--- src/rtl/mult_pkg.sv ---
// rtl/mult_pkg.sv - shared constants and FSM state type for the sequential multiplier
package mult_pkg;
    localparam int LARGURA = 32;
    localparam int N_ITER  = LARGURA;
    localparam int CNT_W   = $clog2(N_ITER + 1);

    typedef enum logic [1:0] {
        OCIOSO = 2'd0,
        CALC   = 2'd1,
        NEGA   = 2'd2,
        FIM    = 2'd3
    } estado_t;
endpackage

--- src/rtl/somador_32bits.sv ---
// rtl/somador_32bits.sv - 32-bit ripple-carry adder
module somador_32bits (
    input  logic [31:0] a,
    input  logic [31:0] b,
    input  logic        c0,
    output logic [31:0] s,
    output logic        c32
);
    logic carry;

    // Carry rippled through a loop variable keeps the chain inside one process.
    always_comb begin
        carry = c0;
        s     = '0;
        for (int i = 0; i < 32; i++) begin
            s[i]  = a[i] ^ b[i] ^ carry;
            carry = (a[i] & b[i]) | (carry & (a[i] ^ b[i]));
        end
        c32 = carry;
    end
endmodule

--- src/rtl/multiplicador_seq.sv ---
// rtl/multiplicador_seq.sv - shift-and-add 32x32->64 multiplier; optional MULT_SINAL_EN adds signed mode
module multiplicador_seq #(
    parameter int LARGURA = 32
) (
    input  logic                   clock,
    input  logic                   reset,
    input  logic                   inicio,
    input  logic [LARGURA-1:0]     a,
    input  logic [LARGURA-1:0]     b,
`ifdef MULT_SINAL_EN
    input  logic                   com_sinal,
`endif
    output logic                   ocupado,
    output logic                   pronto,
    output logic [2*LARGURA-1:0]   produto
);
    import mult_pkg::*;

    estado_t                estado_q, estado_d;
    logic [LARGURA-1:0]     m_q, m_d;
    logic [2*LARGURA-1:0]   p_q, p_d;
    logic [2*LARGURA-1:0]   produto_q, produto_d;
    logic [CNT_W-1:0]       cnt_q, cnt_d;

    logic [LARGURA-1:0]     soma;
    logic                   carry;
    logic [LARGURA-1:0]     hi_sel;
    logic                   c_sel;
    logic [2*LARGURA-1:0]   p_shift;
    logic [LARGURA-1:0]     a_cap, b_cap;
    logic                   aceita, ultimo, vai_nega;

    somador_32bits u_somador (
        .a   (p_q[2*LARGURA-1:LARGURA]),
        .b   (m_q),
        .c0  (1'b0),
        .s   (soma),
        .c32 (carry)
    );

`ifdef MULT_SINAL_EN
    logic neg_q, neg_d, sinal_q, sinal_d;

    // Signed operands are reduced to magnitudes; -2^31 maps onto itself as unsigned 2^31.
    assign a_cap    = (com_sinal && a[LARGURA-1]) ? (~a + LARGURA'(1)) : a;
    assign b_cap    = (com_sinal && b[LARGURA-1]) ? (~b + LARGURA'(1)) : b;
    assign vai_nega = neg_q;
`else
    assign a_cap    = a;
    assign b_cap    = b;
    assign vai_nega = 1'b0;
`endif

    assign aceita  = inicio && ((estado_q == OCIOSO) || (estado_q == FIM));
    assign ultimo  = (cnt_q == CNT_W'(N_ITER - 1));
    assign hi_sel  = p_q[0] ? soma : p_q[2*LARGURA-1:LARGURA];
    assign c_sel   = p_q[0] & carry;
    // Carry-out becomes the new MSB as the 65-bit accumulator shifts right.
    assign p_shift = {c_sel, hi_sel, p_q[LARGURA-1:1]};

    always_comb begin
        estado_d  = estado_q;
        m_d       = m_q;
        p_d       = p_q;
        cnt_d     = cnt_q;
        produto_d = produto_q;
`ifdef MULT_SINAL_EN
        neg_d     = neg_q;
        sinal_d   = sinal_q;
`endif
        case (estado_q)
            OCIOSO, FIM: begin
                estado_d = OCIOSO;
                if (aceita) begin
                    estado_d = CALC;
                    m_d      = a_cap;
                    p_d      = {{LARGURA{1'b0}}, b_cap};
                    cnt_d    = '0;
`ifdef MULT_SINAL_EN
                    neg_d    = com_sinal;
                    sinal_d  = com_sinal & (a[LARGURA-1] ^ b[LARGURA-1]);
`endif
                end
            end
            CALC: begin
                p_d   = p_shift;
                cnt_d = cnt_q + CNT_W'(1);
                if (ultimo) begin
                    if (vai_nega) begin
                        estado_d = NEGA;
                    end else begin
                        estado_d  = FIM;
                        produto_d = p_shift;
                    end
                end
            end
`ifdef MULT_SINAL_EN
            NEGA: begin
                if (sinal_q) begin
                    p_d = ~p_q + (2*LARGURA)'(1);
                end
                estado_d  = FIM;
                produto_d = p_d;
            end
`endif
            default: estado_d = OCIOSO;
        endcase
    end

    always_ff @(posedge clock) begin
        if (reset) begin
            estado_q  <= OCIOSO;
            m_q       <= '0;
            p_q       <= '0;
            cnt_q     <= '0;
            produto_q <= '0;
`ifdef MULT_SINAL_EN
            neg_q     <= 1'b0;
            sinal_q   <= 1'b0;
`endif
        end else begin
            estado_q  <= estado_d;
            m_q       <= m_d;
            p_q       <= p_d;
            cnt_q     <= cnt_d;
            produto_q <= produto_d;
`ifdef MULT_SINAL_EN
            neg_q     <= neg_d;
            sinal_q   <= sinal_d;
`endif
        end
    end

    assign ocupado = (estado_q == CALC) || (estado_q == NEGA);
    assign pronto  = (estado_q == FIM);
    assign produto = produto_q;
endmodule
--- config.mk ---
export PLATFORM = sky130hd
export DESIGN_NAME = multiplicador_seq
export DESIGN_NICKNAME = d
export VERILOG_FILES = /design/src/rtl/mult_pkg.sv /design/src/rtl/somador_32bits.sv /design/src/rtl/multiplicador_seq.sv
export SDC_FILE = /design/constraint.sdc
export NUM_CORES = 1
export LEC_CHECK = 0
export CORE_ASPECT_RATIO = 0.5
export CORE_MARGIN = 8
export CORE_UTILIZATION = 57
export DETAILED_ROUTE_END_ITERATION = 6
export PLACE_DENSITY = 0.85
export RECOVER_POWER = 25
export SLEW_MARGIN = 20
export SYNTH_ARGS = -nofsm -noshare
export SYNTH_HDL_FRONTEND = slang
export SYNTH_HIERARCHICAL = 1
export SYNTH_SLANG_ARGS = --single-unit
--- constraint.sdc ---
create_clock -name clock -period 21.3 [get_ports clock]
set_input_delay 3.195 -clock clock [delete_from_list [all_inputs] [get_ports clock]]
set_output_delay 3.195 -clock clock [all_outputs]
set_load 0.03 [all_outputs]
==> flow_metrics.tcl, run 1 <==
set metrics [dict create \
    dp.cells 1049 \
    num-fill-cells 930 \
    syn_area_sq_um 7522 \
    row_count 29 \
    synth_common_cells "168 x dfxtp_1, 105 x a21oi_1, 70 x nand2_1" \
    skew_ns 0.01193 \
    slowest_delay_ns 0.44 \
    area_growth_pct 25.38 \
    htreeDepth 4 \
    wl_per_cell_um 17.99 \
    crit_required_ns 21.39 \
    worst_setup_path_end_kind "register" \
    cts_made_buffers 17 \
    cp_max_fo 3 \
    root_buffer "clkbuf_16" \
    synth_area_per_cell_sq_um 9.173 \
    initial_utilization_pct 58.89 \
    finalCritPeriodShare_pct 64.50 \
    crit_type "register to register" \
    cts_tree "yes" \
    slowest_stage "fa_1" \
    yosysWarnings 6 \
    hold_viol 0 \
    final_nets 1001 \
    core_sq_um 12770 \
    path_clk_slew_ns 0.06 \
    ys_seq_elements 168 \
    design_area_sq_um 9432 \
    grt_pass1_vias 6306 \
    antenna_found_initial 0 \
    rsz0062_at_grt "no" \
    place_hpwl_mm 11.96 \
    ys_types 36 \
    die-height_um 97.23 \
    slew_headroom_pct -207.3 \
    vias_per_cell 5.946 \
    ios 133 \
    irDropWorstVdd_v 0.00004436 \
    die-area_sq_um 17350 \
    grt_usage_pct 21.82 \
    hold_class "register to register" \
    antenna_left 0 \
    clock-sinks 168 \
    overflow 0 \
    layout_setup_ws_ns 7.561 \
    syn_nets 923 \
    placed_area_sq_um 8781 \
    drt_iter0_markers 509 \
    arrival_ns 13.83 \
    p_per_area_nw_per_um2 78.96 \
    yosys-top-cells-area "dfxtp_1 45%, fa_1 8.5%, a21oi_1 7.0%" \
    yosysMostFrequentCell "dfxtp_1" \
    post-synth-top-area-cell "dfxtp_1" \
    die_w_um 178.5 \
    diodes 0 \
    min_period_ns 13.74 \
    cts-resized-gates 0 \
    ys.flop_type "dfxtp_1" \
    setup_tns_ns 0 \
    drive_gt1_share_pct 8.141 \
    grt_pass1_wl_mm 31.55 \
    place_congestion 0.8031 \
    worstMarginPinSlew_ns 4.609 \
    violations "capacitance limit, slew limit" \
    total_power_mw 0.7447 \
    path_common_cell "fa_1" \
    drcViolationCount 0 \
    synth_cells 820 \
    grt_max_degree 111 \
    insertion_delay_ns 0.42 \
    cts_setup_buffers 0 \
    slew_violations 170 \
    dr_total_vias 6416 \
    setup_viol 0 \
    synthArstFlopShare_pct 0 \
    instances_no_fill 1079 \
    fmax_mhz 72.79 \
    io_buffers 132 \
    wirelength_mm 19.41 \
    clk_path_buf_depth 2 \
    cts_hold_buf 0 \
    synth_top_area_share_pct 44.71 \
    dr.pass1.iters 4 \
    synth-edff-count 0 \
    leakage_nw 3.376 \
    dp_slack_ns 7.839 \
    status "complete, but fails checks" \
    seq_area_frac_synth_pct 44.71 \
    maxCapViolations 2 \
    worst_setup_path_start_kind "register" \
]
-- layout make-up --
| class | count | area, sq um | share of cell area, % |
|---|---|---|---|
| Clock buffer | 19 | 432.9 | 4.590 |
| Clock inverter | 11 | 221.5 | 2.348 |
| Inverter | 15 | 56.30 | 0.5970 |
| Multi-Input combinational cell | 556 | 3774 | 40.01 |
| Sequential cell | 168 | 3363 | 35.66 |
| Tap cell | 170 | 212.7 | 2.255 |
| Timing Repair Buffer | 140 | 1371 | 14.54 |
-- report_power, final --
group	switching [mW]	internal, mW	total (mW)
Combinational	0.0360	0.0293	0.0654
Clock	0.126	0.220	0.346
Sequential	0.00840	0.325	0.333
-- logic make-up (layout without fill, tap and decap cells) --
family / Yosys count / count (layout) / synth area share, %
flops: 168 / 168 / 44.71
fa+ha+maj: 36 / 36 / 9.182
buf+inv: 96 / 185 / 5.555
compound gates: 208 / 208 / 16.70
simple gates: 246 / 246 / 14.57
other cells: 1 / 1 / 0.04985
mux: 65 / 65 / 9.231
-- placed cells by master (no fill, tap or decap), types with 3 or more instances in the layout --
master           count
inv_1               15
clkbuf_16           17
nand2_1             69
or3_1                3
bufinv_16            6
clkdlybuf4s50_1    131
o21ai_0             35
a21oi_1            105
buf_4                7
mux2_2              32
mux2i_1             32
fa_1                32
nand3_1             33
ha_1                 3
a32oi_1             32
clkbuf_1             4
nor2_1              63
a211oi_1            31
nor3_1              62
dfxtp_1            168
-- metrics by stage --
step	utilization, %	hold WS (ns)
global route	73.84	0.4937
floorplan	-	0.4363
CTS	73.87	0.4709
finish	73.84	0.4658
detailed placement	68.75	0.4489
global placement	68.75	0.4454
-- worst max-delay path, delay by kind of cell (launching register included) --
kind,cells,cell delay (ns)
buf+inv,4,0.25
flops,1,0.34
simple gates,2,0.28
mux,1,0.28
fa+ha+maj,32,12.27
-- final timing paths --
check                from     endpoint  slack (ns)  cells after the start
setup / recovery  p_q[32]  produto[62]        7.56                     39
hold / removal    m_q[31]      m_q[31]        0.47                      2
setup reg to reg  p_q[32]  produto[62]        7.56                     39
hold reg to reg   m_q[31]      m_q[31]        0.47                      2
-- sequential cells by signal, summed over array words and instances, names as in the netlist --
register,flops
estado_q,2
m_q,32
produto,64
cnt_q,6
p_q,64
-- metal layers --
metal / wire length [um] / global-route usage [%]
met1: 8507 / 27.70
met2: 9468 / 36.68
met5: 0 / 0
met3: 1121 / 4.112
met4: 314 / 7.202
Power figures use the tool's default switching activity.
==> run 2, diff against run 1 <==
CORE_UTILIZATION = 53   (was 57)
PLACE_DENSITY = 0.8   (was 0.85)
clock period = 14.4 ns   (was 21.3 ns; I/O delays follow)
==> run 2 against run 1 <==
Compared with the run above:
- the run still ends with capacitance limit, slew limit left
- die area increased by 6.6%
- routed wire length decreased by 0.25%
- core utilization decreased by 5.1 points
- fmax increased by 0.70%
- clock power increased by 32%
- design area decreased by 0.15%
- combinational power increased by 50%
- clock skew about the same
- via count decreased by 1.4%
- first-iteration DRC count decreased by 16%
- hold slack got worse by 0.0036 ns
- count of clock-buffer cells in the layout increased by 2
- highest routed layer unchanged
==> flow_metrics.tcl, run 2 (synthesis gave the netlist of run 1 again) <==
set metrics [dict create \
    antenna_left 0 \
    path_common_cell "fa_1" \
    slowest_stage "fa_1" \
    place_congestion 0.7949 \
    skew_ns 0.01155 \
    seqCellArea_sq_um 3363 \
    diodes 0 \
    rsz0062_at_grt "no" \
    cts_hold_buf 0 \
    drive_gt1_share_pct 8.352 \
    min_period_ns 13.64 \
    dp_slack_ns 0.9589 \
    cts-resized-gates 0 \
    multi_input_area_sq_um 3777 \
    initial_utilization_pct 54.90 \
    leakage_nw 3.361 \
    p_per_area_nw_per_um2 111.4 \
    slowest_delay_ns 0.44 \
    overflow 0 \
    finalCritPeriodShare_pct 94.75 \
    dr_total_vias 6324 \
    drt_iter0_markers 427 \
    area_growth_pct 25.20 \
    clock-sinks 168 \
    grt_pass1_wl_mm 31.54 \
    status "complete, but fails checks" \
    maxCapViolations 2 \
    cts_setup_buffers 0 \
    violations "capacitance limit, slew limit" \
    final_cell_mix "168 x dfxtp_1, 131 x clkdlybuf4s50_1, 105 x a21oi_1" \
    path_clk_slew_ns 0.07 \
    crit_type "register to register" \
    clk_path_buf_depth 2 \
    slew_headroom_pct -216.5 \
    die_w_um 184.5 \
    hold_viol 0 \
    wl_per_cell_um 17.57 \
    hold_class "register to register" \
    grt_max_degree 111 \
    setup_tns_ns 0 \
    cts_tree "yes" \
    dr.pass1.iters 4 \
    cts_made_buffers 17 \
    place_hpwl_mm 12.23 \
    io_buffers 132 \
    num-fill-cells 1074 \
    worst_setup_path_start_kind "register" \
    antenna_found_initial 0 \
    slew_violations 170 \
    dp.cells 1071 \
    final_common_cell "dfxtp_1" \
    crit_required_ns 14.50 \
    setup_viol 0 \
    holdWs_ns 0.4621 \
    worst_setup_path_end_kind "register" \
    insertion_delay_ns 0.41 \
    cp_max_fo 3 \
    instances_no_fill 1102 \
    layout_setup_ws_ns 0.7567 \
    row_count 30 \
    fmax_mhz 73.30 \
    wirelength_mm 19.36 \
    die-height_um 100.2 \
    grt_pass1_vias 6230 \
    drcViolationCount 0 \
    arrival_ns 13.75 \
    htreeDepth 4 \
    root_buffer "clkbuf_16" \
    postLayoutCoreUtil_pct 68.74 \
    final_nets 1001 \
    ios 133 \
    irDropWorstVdd_v 0.00006292 \
    grt_usage_pct 20.56 \
    core_sq_um 13700 \
    vias_per_cell 5.739 \
    worstMarginPinSlew_ns 4.747 \
    die-area_sq_um 18490 \
]
run 2: cell type report:
type	count	share of cell area, %
multi-input cells	556	40.11
flip-flops and latches	168	35.71
repair buffers	140	14.77
clock buffers	21	4.995
well taps	192	2.551
clock inverters	10	1.262
inverters	15	0.5978
run 2: worst max-delay path, delay by kind of cell (launching register included):
kind	cells	cell delay [ns]
flops	1	0.34
buf+inv	4	0.25
mux	1	0.27
fa+ha+maj	32	12.19
compound gates	1	0.21
simple gates	1	0.06
run 2: report_power, final:
group	internal, mW	switching [mW]	leakage, nW	total [mW]
Sequential	0.480	0.0125	1.37	0.493
Clock	0.270	0.189	0.282	0.458
Combinational	0.0445	0.0534	1.71	0.0979
run 2: path summary, 6_finish.rpt:
kind / from / cells past startpoint / end / slack [ns]
max: p_q[32] / 39 / p_q[62] / 0.76
min: m_q[16] / 2 / m_q[16] / 0.46
max reg2reg: p_q[32] / 39 / p_q[62] / 0.76
min reg2reg: m_q[16] / 2 / m_q[16] / 0.46
run 2: through the flow:
| step | power (mW) | instance area (sq um) |
|---|---|---|
| 5_1_grt | 1.084 | 9418 |
| 2_1_floorplan | 0.5643 | 7522 |
| 4_1_cts | 1.053 | 9420 |
| 3_3_place_gp | 0.5948 | 8801 |
| 6_report | 1.049 | 9418 |
| 3_5_place_dp | 0.6002 | 8831 |
run 2: routing by layer:
layer	global-route usage (%)	vias up	routed length (um)
met5	0	-	0
met4	6.100	0	228
met3	3.893	19	996
met2	34.13	188	9186
met1	26.90	3059	8952
li1	-	3058	-
